==> src/rtl/p405s_icu_pkg.sv <==
// Shared ICU definitions: line geometry and the line-fill state encoding.
package p405s_icu_pkg;

    localparam int unsigned ICU_LINE_WORDS = 8;
    localparam int unsigned ICU_WD_IDX_W   = 3;

    typedef enum logic [1:0] {
        IDLE = 2'd0,
        FILL = 2'd1,
        DONE = 2'd2
    } fill_state_e;

endpackage

==> src/rtl/p405s_icu_fill_drain_if.sv <==
// Fill-drain bundle: fill control, PLB read beats, array write port, bypass and status.
// master drives fill/PLB/ack; slave is the drain engine.
interface p405s_icu_fill_drain_if
    import p405s_icu_pkg::*;
#(
    parameter int unsigned DW = 32,
    parameter int unsigned WA = ICU_WD_IDX_W
);
    logic          fillStart;
    logic [0:WA-1] fillCritWd;
    logic          plbDataVal;
    logic [0:WA-1] plbWdAddr;
    logic [0:DW-1] plbData;
    logic          arrWrReq;
    logic          arrWrAck;
    logic [0:WA-1] arrWrWd;
    logic [0:DW-1] arrWrData;
    logic          bypVal;
    logic [0:DW-1] bypData;
    logic          fillBusy;
    logic          fillDone;
    logic          fillDupErr;

    modport master (
        output fillStart, fillCritWd, plbDataVal, plbWdAddr, plbData, arrWrAck,
        input  arrWrReq, arrWrWd, arrWrData, bypVal, bypData, fillBusy, fillDone, fillDupErr
    );

    modport slave (
        input  fillStart, fillCritWd, plbDataVal, plbWdAddr, plbData, arrWrAck,
        output arrWrReq, arrWrWd, arrWrData, bypVal, bypData, fillBusy, fillDone, fillDupErr
    );

endinterface

==> src/rtl/p405s_icu_fill_buf.sv <==
// Line word buffer: WORDS x DW storage with per-word valid bits.
// Reads are muxed straight out of the storage registers, so a word written at
// an edge is visible only from the following cycle.
module p405s_icu_fill_buf
    import p405s_icu_pkg::*;
#(
    parameter int unsigned DW    = 32,
    parameter int unsigned WORDS = ICU_LINE_WORDS,
    parameter int unsigned WA    = ICU_WD_IDX_W
) (
    input  logic          clk_i,
    input  logic          rst_i,
    input  logic          clr_i,
    input  logic          we_i,
    input  logic [0:WA-1] wr_idx_i,
    input  logic [0:DW-1] wr_data_i,
    input  logic [0:WA-1] rd_idx_i,
    output logic [0:DW-1] rd_data_o,
    output logic          rd_valid_o,
    input  logic [0:WA-1] lk_idx_i,
    output logic          lk_valid_o
);

    logic [0:DW-1]    mem_q [WORDS];
    logic [WORDS-1:0] valid_q;

    // Word storage; contents survive reset, the valid bits gate their use
    always_ff @(posedge clk_i) begin
        if (we_i) begin
            mem_q[wr_idx_i] <= wr_data_i;
        end
    end

    // Valid vector: cleared by reset or at the start of a fill, set per written word
    always_ff @(posedge clk_i) begin
        if (rst_i) begin
            valid_q <= '0;
        end else if (clr_i) begin
            valid_q <= '0;
        end else if (we_i) begin
            valid_q[wr_idx_i] <= 1'b1;
        end
    end

    assign rd_data_o  = mem_q[rd_idx_i];
    assign rd_valid_o = valid_q[rd_idx_i];
    assign lk_valid_o = valid_q[lk_idx_i];

endmodule

==> src/rtl/p405s_icu_fill_drain.sv <==
// ICU line-fill drain engine: gathers PLB beats for one line in any order and
// writes them to the I-cache array in critical-word-first wrap order.
// Optional critical-word bypass to fetch: define P405S_ICU_FILL_BYPASS_EN.
module p405s_icu_fill_drain
    import p405s_icu_pkg::*;
#(
    parameter int unsigned DW    = 32,
    parameter int unsigned WORDS = ICU_LINE_WORDS,
    parameter int unsigned WA    = ICU_WD_IDX_W
) (
    input logic                   CB,
    input logic                   Reset,
    p405s_icu_fill_drain_if.slave fill
);

    fill_state_e   state_q, state_d;
    logic [0:WA-1] ptr_q, ptr_d;
    logic [WA:0]   cnt_q, cnt_d;
    logic          dup_q;

    logic          fill_go;
    logic          buf_clr;
    logic          beat_we;
    logic          beat_dup;
    logic          req;
    logic [0:DW-1] rd_data;
    logic          rd_valid;
    logic          lk_valid;

    p405s_icu_fill_buf #(
        .DW    (DW),
        .WORDS (WORDS),
        .WA    (WA)
    ) u_buf (
        .clk_i      (CB),
        .rst_i      (Reset),
        .clr_i      (buf_clr),
        .we_i       (beat_we),
        .wr_idx_i   (fill.plbWdAddr),
        .wr_data_i  (fill.plbData),
        .rd_idx_i   (ptr_q),
        .rd_data_o  (rd_data),
        .rd_valid_o (rd_valid),
        .lk_idx_i   (fill.plbWdAddr),
        .lk_valid_o (lk_valid)
    );

    // FSM next state, drain pointer/count update and beat acceptance
    always_comb begin
        state_d  = state_q;
        ptr_d    = ptr_q;
        cnt_d    = cnt_q;
        fill_go  = 1'b0;
        buf_clr  = 1'b0;
        beat_we  = 1'b0;
        beat_dup = 1'b0;
        req      = 1'b0;
        unique case (state_q)
            IDLE: begin
                if (fill.fillStart) begin
                    fill_go = 1'b1;
                    buf_clr = 1'b1;
                    ptr_d   = fill.fillCritWd;
                    cnt_d   = '0;
                    state_d = FILL;
                end
            end
            FILL: begin
                req = rd_valid;
                if (fill.plbDataVal) begin
                    // First write wins; a repeat beat is flagged and dropped
                    beat_dup = lk_valid;
                    beat_we  = !lk_valid;
                end
                if (req && fill.arrWrAck) begin
                    ptr_d = ptr_q + WA'(1);
                    cnt_d = cnt_q + (WA + 1)'(1);
                    if (cnt_q == (WA + 1)'(WORDS - 1)) begin
                        state_d = DONE;
                    end
                end
            end
            DONE: state_d = IDLE;
            default: state_d = IDLE;
        endcase
    end

    // State, pointer, count and error-pulse registers
    always_ff @(posedge CB) begin
        if (Reset) begin
            state_q <= IDLE;
            ptr_q   <= '0;
            cnt_q   <= '0;
            dup_q   <= 1'b0;
        end else begin
            state_q <= state_d;
            ptr_q   <= ptr_d;
            cnt_q   <= cnt_d;
            dup_q   <= beat_dup;
        end
    end

    // Idle write port drives zeros so nothing stale shows outside a request
    assign fill.arrWrReq   = req;
    assign fill.arrWrWd    = req ? ptr_q : '0;
    assign fill.arrWrData  = req ? rd_data : '0;
    assign fill.fillBusy   = (state_q != IDLE);
    assign fill.fillDone   = (state_q == DONE);
    assign fill.fillDupErr = dup_q;

`ifdef P405S_ICU_FILL_BYPASS_EN
    logic [0:WA-1] crit_q;
    logic          byp_val_q;
    logic [0:DW-1] byp_data_q;
    logic          byp_hit;

    // Duplicates never reach beat_we, so this fires once per fill
    assign byp_hit = beat_we && (fill.plbWdAddr == crit_q);

    // Critical index capture and one-cycle bypass of the critical word
    always_ff @(posedge CB) begin
        if (Reset) begin
            crit_q     <= '0;
            byp_val_q  <= 1'b0;
            byp_data_q <= '0;
        end else begin
            if (fill_go) begin
                crit_q <= fill.fillCritWd;
            end
            byp_val_q <= byp_hit;
            if (byp_hit) begin
                byp_data_q <= fill.plbData;
            end
        end
    end

    assign fill.bypVal  = byp_val_q;
    assign fill.bypData = byp_data_q;
`else
    logic unused_fill_go;
    assign unused_fill_go = fill_go;
    assign fill.bypVal    = 1'b0;
    assign fill.bypData   = '0;
`endif

endmodule

==> src/flat_wrapper.sv <==
// flat-port wrapper written by rule: the top's interface ports become plain ports
module p405s_icu_fill_drain_flat import p405s_icu_pkg::*;
#(
    parameter int unsigned DW    = 32,
    parameter int unsigned WORDS = ICU_LINE_WORDS,
    parameter int unsigned WA    = ICU_WD_IDX_W
)
  (CB, Reset, fill_fillStart, fill_fillCritWd, fill_plbDataVal, fill_plbWdAddr, fill_plbData, fill_arrWrAck, fill_arrWrReq, fill_arrWrWd, fill_arrWrData, fill_bypVal, fill_bypData, fill_fillBusy, fill_fillDone, fill_fillDupErr);
  p405s_icu_fill_drain_if #(.DW(DW), .WA(WA)) fill_i ();
  input logic CB;
  input logic Reset;
  input wire logic [$bits(fill_i.fillStart)-1:0] fill_fillStart;
  input wire logic [$bits(fill_i.fillCritWd)-1:0] fill_fillCritWd;
  input wire logic [$bits(fill_i.plbDataVal)-1:0] fill_plbDataVal;
  input wire logic [$bits(fill_i.plbWdAddr)-1:0] fill_plbWdAddr;
  input wire logic [$bits(fill_i.plbData)-1:0] fill_plbData;
  input wire logic [$bits(fill_i.arrWrAck)-1:0] fill_arrWrAck;
  output wire logic [$bits(fill_i.arrWrReq)-1:0] fill_arrWrReq;
  output wire logic [$bits(fill_i.arrWrWd)-1:0] fill_arrWrWd;
  output wire logic [$bits(fill_i.arrWrData)-1:0] fill_arrWrData;
  output wire logic [$bits(fill_i.bypVal)-1:0] fill_bypVal;
  output wire logic [$bits(fill_i.bypData)-1:0] fill_bypData;
  output wire logic [$bits(fill_i.fillBusy)-1:0] fill_fillBusy;
  output wire logic [$bits(fill_i.fillDone)-1:0] fill_fillDone;
  output wire logic [$bits(fill_i.fillDupErr)-1:0] fill_fillDupErr;
  assign fill_i.fillStart = fill_fillStart;
  assign fill_i.fillCritWd = fill_fillCritWd;
  assign fill_i.plbDataVal = fill_plbDataVal;
  assign fill_i.plbWdAddr = fill_plbWdAddr;
  assign fill_i.plbData = fill_plbData;
  assign fill_i.arrWrAck = fill_arrWrAck;
  assign fill_arrWrReq = fill_i.arrWrReq;
  assign fill_arrWrWd = fill_i.arrWrWd;
  assign fill_arrWrData = fill_i.arrWrData;
  assign fill_bypVal = fill_i.bypVal;
  assign fill_bypData = fill_i.bypData;
  assign fill_fillBusy = fill_i.fillBusy;
  assign fill_fillDone = fill_i.fillDone;
  assign fill_fillDupErr = fill_i.fillDupErr;
  p405s_icu_fill_drain #(.DW(DW), .WORDS(WORDS), .WA(WA)) u_core (.CB(CB), .Reset(Reset), .fill(fill_i));
endmodule
==> config.mk <==
export PLATFORM = sky130hd
export DESIGN_NAME = p405s_icu_fill_drain_flat
export DESIGN_NICKNAME = d
export VERILOG_FILES = /design/src/rtl/p405s_icu_pkg.sv /design/src/rtl/p405s_icu_fill_drain_if.sv /design/src/rtl/p405s_icu_fill_buf.sv /design/src/rtl/p405s_icu_fill_drain.sv /design/src/flat_wrapper.sv
export SDC_FILE = /design/constraint.sdc
export NUM_CORES = 1
export LEC_CHECK = 0
export BUFFER_PORTS_ARGS = -buffer_cell sky130_fd_sc_hd__clkbuf_2
export CAP_MARGIN = 20
export CORE_MARGIN = 2
export CORE_UTILIZATION = 50
export DETAILED_ROUTE_END_ITERATION = 8
export PLACE_DENSITY = 0.69
export SYNTH_ARGS = -nofsm -noshare
export SYNTH_HDL_FRONTEND = slang
export SYNTH_SLANG_ARGS = --single-unit
==> constraint.sdc <==
create_clock -name CB -period 3.96 [get_ports CB]
set_input_delay 1.188 -clock CB [delete_from_list [all_inputs] [get_ports CB]]
set_output_delay 1.188 -clock CB [all_outputs]
set_load 0.005 [all_outputs]
==> results.toml, run 1 <==
[run_status]
status = "complete, no violations"

[setup_path]
worstPathCellList = "mux2i_1 > a22oi_2 > and3_1 > nand2_4 > buf_4 > nor2_1 > clkbuf_2"
worstPathMaxFanout = 19
start_kind = "flip-flop"
required_ns = 2.77
max_stage_delay_ns = 0.45
critPathTopFamily = "simple AND/OR/NAND/NOR gates"
path_buf_inv = 2
slowest_stage = "dfxtp_2"
worst-setup-path-type = "reg2out"
cp.arrival_ns = 2.58
crit_path_end_kind = "output pin"

[floorplan]
die_w_um = 153.0
initial_core_util_pct = 50.86
rows = 54
die_y_um = 153.0
io_pins = 115
core-area_mm2 = 0.02182
dieArea_mm2 = 0.02341

[timing]
min_period_over_period_pct = 95.07
holdWs_ns = 0.5014
fin_crit_ns = 3.765
worstMarginPinSlew_ns = 0.6090
setup_tns_ns = 0
drv_slew = 0
fin_skew_ns = 0.01300
hold_viol = 0
final-setup-viol-count = 0
fmax_mhz = 265.6
maxSlewHeadroom_pct = 59.25
grt_setup_unrepaired = "no"

[finish]
nFillCells = 1611
seq_area_mm2 = 0.008115
fin_nets = 722
diodes = 0
drive_gt1_share_pct = 32.71
multiInputGateArea_mm2 = 0.002718
syn_to_final_growth_pct = 15.61

[synthesis]
synth_area_leaders = "edfxtp_1, mux4_2, dfxtp_1"
synth-seq-cells = 277
synth_edf_count = 256
synth.avg_cell_area_um2 = 19.37
synth_cell_types = 47
async_reset_ff_share_pct = 0
synth.yosys.warnings = 0
syn_inst = 573
synth_top_area_share_pct = 69.26
yosys_most_used_dff = "edfxtp_1"
ys_seq_area_share_pct = 73.05
yosysTopAreaCell = "edfxtp_1"
netlist_area_mm2 = 0.01110

[routing]
wire_per_inst_um = 21.69
ant_nets = 0
drt_iter0_drc = 375
wirelength_um = 21260
vias_per_cell = 5.665
dr_total_vias = 5552
drc_errors = 0
dr.pass1.iters = 4

[grt]
antenna_found_initial = 0
overflow = 0
grt_use_total_pct = 18.25
grt_pass1_wl_um = 33040
grt_pass1_vias = 5650
grt_max_degree = 65

[clocking]
tritoncts = "yes"
clkSinkCount = 277
clk_pin_slew_ns = 0.06
clockRootBuffer = "clkbuf_16"
ctsLongestPathBuffers = 3
numCtsBuffers = 29
clk_latency_ns = 0.54
cts_max_level = 1

[place]
gp_congestion = 0.7952
dp_hpwl_um = 12750
io_buffers = 81

[power_and_ir_drop]
p_leak_nw = 4.323
peakVddDrop_uv = 449.9
powerDensity_mw_per_mm2 = 505.0

[worst_hold_path]
min_path_type = "reg2reg"

[flow_run]
maxCapViolCount = 0
area by class of cell:
cell class | instances | share of cell area, %
clock buffer | 32 | 5.743
timing repair buffer | 102 | 4.875
multi-input combinational | 261 | 21.18
clock inverter | 22 | 2.057
tap | 280 | 2.730
sequential | 277 | 63.24
inverter | 6 | 0.1755
where the power goes:
part	total (mW)	switching [mW]	internal, mW	leakage, nW
logic	0.423	0.227	0.196	1.36
registers	3.26	0.0317	3.23	2.48
clock network	2.80	1.07	1.73	0.486
flip-flops by register name, indices dropped and copies added, names as in the netlist, named ones only:
register,count
u_core.u_buf.mem_q,256
u_core.u_buf.valid_q,8
u_core.cnt_q,4
u_core.ptr_q,3
u_core.state_q,2
u_core.fill.fillDupErr,1
worst register-to-register path, delay by kind of cell, from the launching register on:
family                 cells  cell delay (ns)
AO/OA/AOI/OAI              1             0.32
buffers and inverters      1             0.38
flip-flops                 1             0.47
AND/OR/NAND/NOR            3             1.06
metrics by stage:
step	utilization (%)	area, um2	std cells	power (mW)	worst slack (ns)
3_3_place_gp	54.19	11830	926	3.737	0.5904
4_1_cts	58.79	12830	980	6.540	0.03429
3_5_place_dp	54.19	11830	926	3.748	0.4731
6_report	58.80	12830	980	6.480	0.1952
2_1_floorplan	-	11220	605	3.619	0.5178
5_1_grt	58.80	12830	980	6.690	0.02289
layout by cell type, fill, tap and decap left out, types with 4 or more instances in the layout:
master / count
a311oi_1: 4
and3_2: 6
buf_12: 5
buf_4: 16
bufinv_16: 6
clkbuf_16: 29
clkbuf_2: 81
clkinv_1: 7
clkinv_2: 5
conb_1: 33
dfxtp_1: 17
edfxtp_1: 256
inv_1: 6
mux2i_1: 37
mux4_2: 64
nand2_1: 8
nand3_1: 6
nor2_1: 41
nor2b_1: 5
nor3_1: 4
o21a_1: 8
o21ai_0: 4
layer usage:
metal	vias up	part of all wire (%)	track usage (%)
li1	2455	-	-
met1	2871	43	26.15
met2	195	49	29.79
met3	31	6.0	3.572
met4	0	1.8	3.660
met5	-	0	0
cell usage after synthesis (3+ instances only):
cell type and count:
nor2b_1 5, nor3_1 4, nand3_1 6, nor2_1 41
buf_4 33, inv_1 6, o21ai_0 4, a311oi_1 4
o21a_1 8, and3_2 3, edfxtp_1 256, dfxtp_1 21
nand3b_1 3, a21oi_1 3, buf_2 12, and3_1 5
clkbuf_1 14, mux4_2 64, nand2_1 8, mux2i_1 37
what timing repair did:
item | 4_1_cts | 5_1_grt
hold buffers | 0 | 0
buffers inserted | 0 | 0
setup endpoints to repair | 17 | 17
gates resized for setup | 1 | 1
worst paths after layout:
kind	startpoint	to	slack, ns	cells past startpoint
hold / removal	u_core.cnt_q[1]$_SDFFE_PP0P_	u_core.cnt_q[1]$_SDFFE_PP0P_	0.50	2
hold reg to reg	u_core.cnt_q[1]$_SDFFE_PP0P_	u_core.cnt_q[1]$_SDFFE_PP0P_	0.50	2
setup / recovery	u_core.ptr_q[2]$_SDFFE_PP0P_	fill_arrWrData[30]	0.20	7
setup reg to reg	u_core.state_q[0]$_SDFFE_PP0P_	u_core.u_buf.mem_q[5][12]$_DFFE_PP_	1.36	5
cells by family after synthesis:
group                    after synthesis  share of synthesized area [%]
AND/OR/NAND/NOR                       86                          3.878
multiplexers                         103                          16.53
AO/OA/AOI/OAI                         37                          2.638
adder cells (fa/ha/maj)                2                         0.2254
other                                  1                        0.03379
flip-flops                           277                          73.05
buffers and inverters                 67                          3.652
No activity file was read; power rests on OpenSTA's default activity.
==> run 2, diff against run 1 <==
clock period = 4.5 ns   (was 3.96 ns; I/O delays follow)
==> run 2 against run 1 <==
- cell count is 0.82% lower
- clock-buffer cell count is 5 higher
- largest cell class unchanged
- register-to-register slack better by 0.42 ns
- highest routed layer unchanged
==> results.toml, run 2 (synthesis results as in run 1) <==
[timing]
min_period_over_period_pct = 93.77
drv_slew = 0
final-setup-viol-count = 0
fin_crit_ns = 4.220
hold_viol = 0
fmax_mhz = 237.0
final.setup.worst_slack_ns = 0.2802
maxSlewHeadroom_pct = 43.22
fin_skew_ns = 0.01243
worstMarginPinSlew_ns = 0.8486
grt_setup_unrepaired = "no"
setup_tns_ns = 0

[flow_run]
maxCapViolCount = 0

[place]
dpl_cell_area_mm2 = 0.01181
io_buffers = 81
preCtsSetupSlack_ns = 0.7104
gp_congestion = 0.8564
dp_hpwl_um = 12850

[finish]
final_core_util_pct = 58.20
top_register = "u_core.u_buf.mem_q"
syn_to_final_growth_pct = 14.43
fin_nets = 716
reg.largest.list = "u_core.u_buf.mem_q x256, u_core.u_buf.valid_q x8, u_core.cnt_q x4"
diodes = 0
layout_common_cells = "edfxtp_1, clkbuf_2, mux4_2, nor2_1, mux2i_1"
layout_commonest_cell = "edfxtp_1"
drive_gt1_share_pct = 32.37
largest_reg_flops = 256
stdcell_area_mm2 = 0.01270
nFillCells = 1601

[setup_path]
cp.arrival_ns = 2.87
crit_path_end_kind = "output pin"
worstPathMaxFanout = 36
required_ns = 3.15
worst-setup-path-type = "reg2out"
start_kind = "flip-flop"

[routing]
ant_nets = 0
vias_per_cell = 5.650
dr.pass1.iters = 5
drc_errors = 0
wire_per_inst_um = 21.55
top_layer = "met4"
routed-wl-met2_um = 10420
wl_met3_um = 1167
drt-met1-wl_um = 8965
dr_total_vias = 5492
drt_iter0_drc = 425
wirelength_um = 20950

[floorplan]
initial_core_util_pct = 50.86
die_w_um = 153.0
die_y_um = 153.0
rows = 54
io_pins = 115
core-area_mm2 = 0.02182
dieArea_mm2 = 0.02341

[grt]
antenna_found_initial = 0
grt_pass1_wl_um = 32480
overflow = 0
grt_max_degree = 37
grt_use_total_pct = 17.94
grt_pass1_vias = 5656

[clocking]
clockRootBuffer = "clkbuf_16"
cts_max_level = 1
numCtsBuffers = 29
ctsLongestPathBuffers = 3
clk_pin_slew_ns = 0.06
clkSinkCount = 277
cts_setup_buffers = 0
tritoncts = "yes"
cts_resized = 0
clk_latency_ns = 0.53
hold_buffers = 0

[power_and_ir_drop]
powerDensity_mw_per_mm2 = 428.2
p_seq_share_pct = 52.9
clockPowerShare_pct = 40.5
p_leak_nw = 4.253
p_sw_share_pct = 21.33
peakVddDrop_uv = 320.4
p_total_mw = 5.438
p_int_mw = 4.278
power.switching_mw = 1.160
comb_power_share_pct = 6.5

[worst_hold_path]
min_path_type = "reg2reg"

[run_status]
status = "complete, no violations"
-- run 2: critical path, stage by stage, from the launching register on --
cell and delay, ns:
dfxtp_1 0.55, mux2i_1 0.14, a22oi_2 0.29, and3_1 0.32, nand2_2 0.53, nor2_1 0.34, clkbuf_2 0.15
-- run 2: area by class of cell --
cell class              instances  area [um2]  share of cell area (%)
multi-input cells             261        2713                   21.36
inverters                       6       22.52                  0.1773
repair buffers                 96       605.6                   4.768
flip-flops and latches        277        8114                   63.89
clock inverters                15       88.84                  0.6994
well taps                     280       350.3                   2.758
clock buffers                  37       807.0                   6.354
-- run 2: power by group through the flow --
stage	registers (mW)	clock network, mW	logic (mW)
2_1_floorplan	2.90	0	0.282
3_3_place_gp	2.93	0	0.350
3_5_place_dp	2.94	0	0.360
4_1_cts	2.88	2.25	0.361
5_1_grt	2.88	2.35	0.389
6_report	2.88	2.20	0.355
-- run 2: metal layers --
metal / track usage [%] / up-vias
li1: - / 2442
met1: 24.50 / 2834
met2: 30.51 / 183
met3: 3.346 / 33
met4: 4.056 / 0
met5: 0 / -
-- run 2: stage by stage --
| stage | hold WS [ns] | cells |
|---|---|---|
| global route | 0.5223 | 972 |
| finish | 0.4917 | 972 |
| floorplan | 0.4552 | 605 |
| detailed placement | 0.4776 | 920 |
| global placement | 0.4850 | 920 |
| CTS | 0.4915 | 972 |
-- run 2: final timing paths --
kind	startpoint	endpoint	slack, ns	depth (start not counted)
worst max-delay path	u_core.ptr_q[2]$_SDFFE_PP0P_	fill_arrWrData[31]	0.28	6
worst min-delay path	u_core.u_buf.valid_q[2]$_SDFFE_PP0N_	u_core.u_buf.valid_q[2]$_SDFFE_PP0N_	0.49	1
worst max register to register	u_core.state_q[0]$_SDFFE_PP0P_	u_core.u_buf.mem_q[4][19]$_DFFE_PP_	1.78	5
worst min register to register	u_core.u_buf.valid_q[2]$_SDFFE_PP0N_	u_core.u_buf.valid_q[2]$_SDFFE_PP0N_	0.49	1
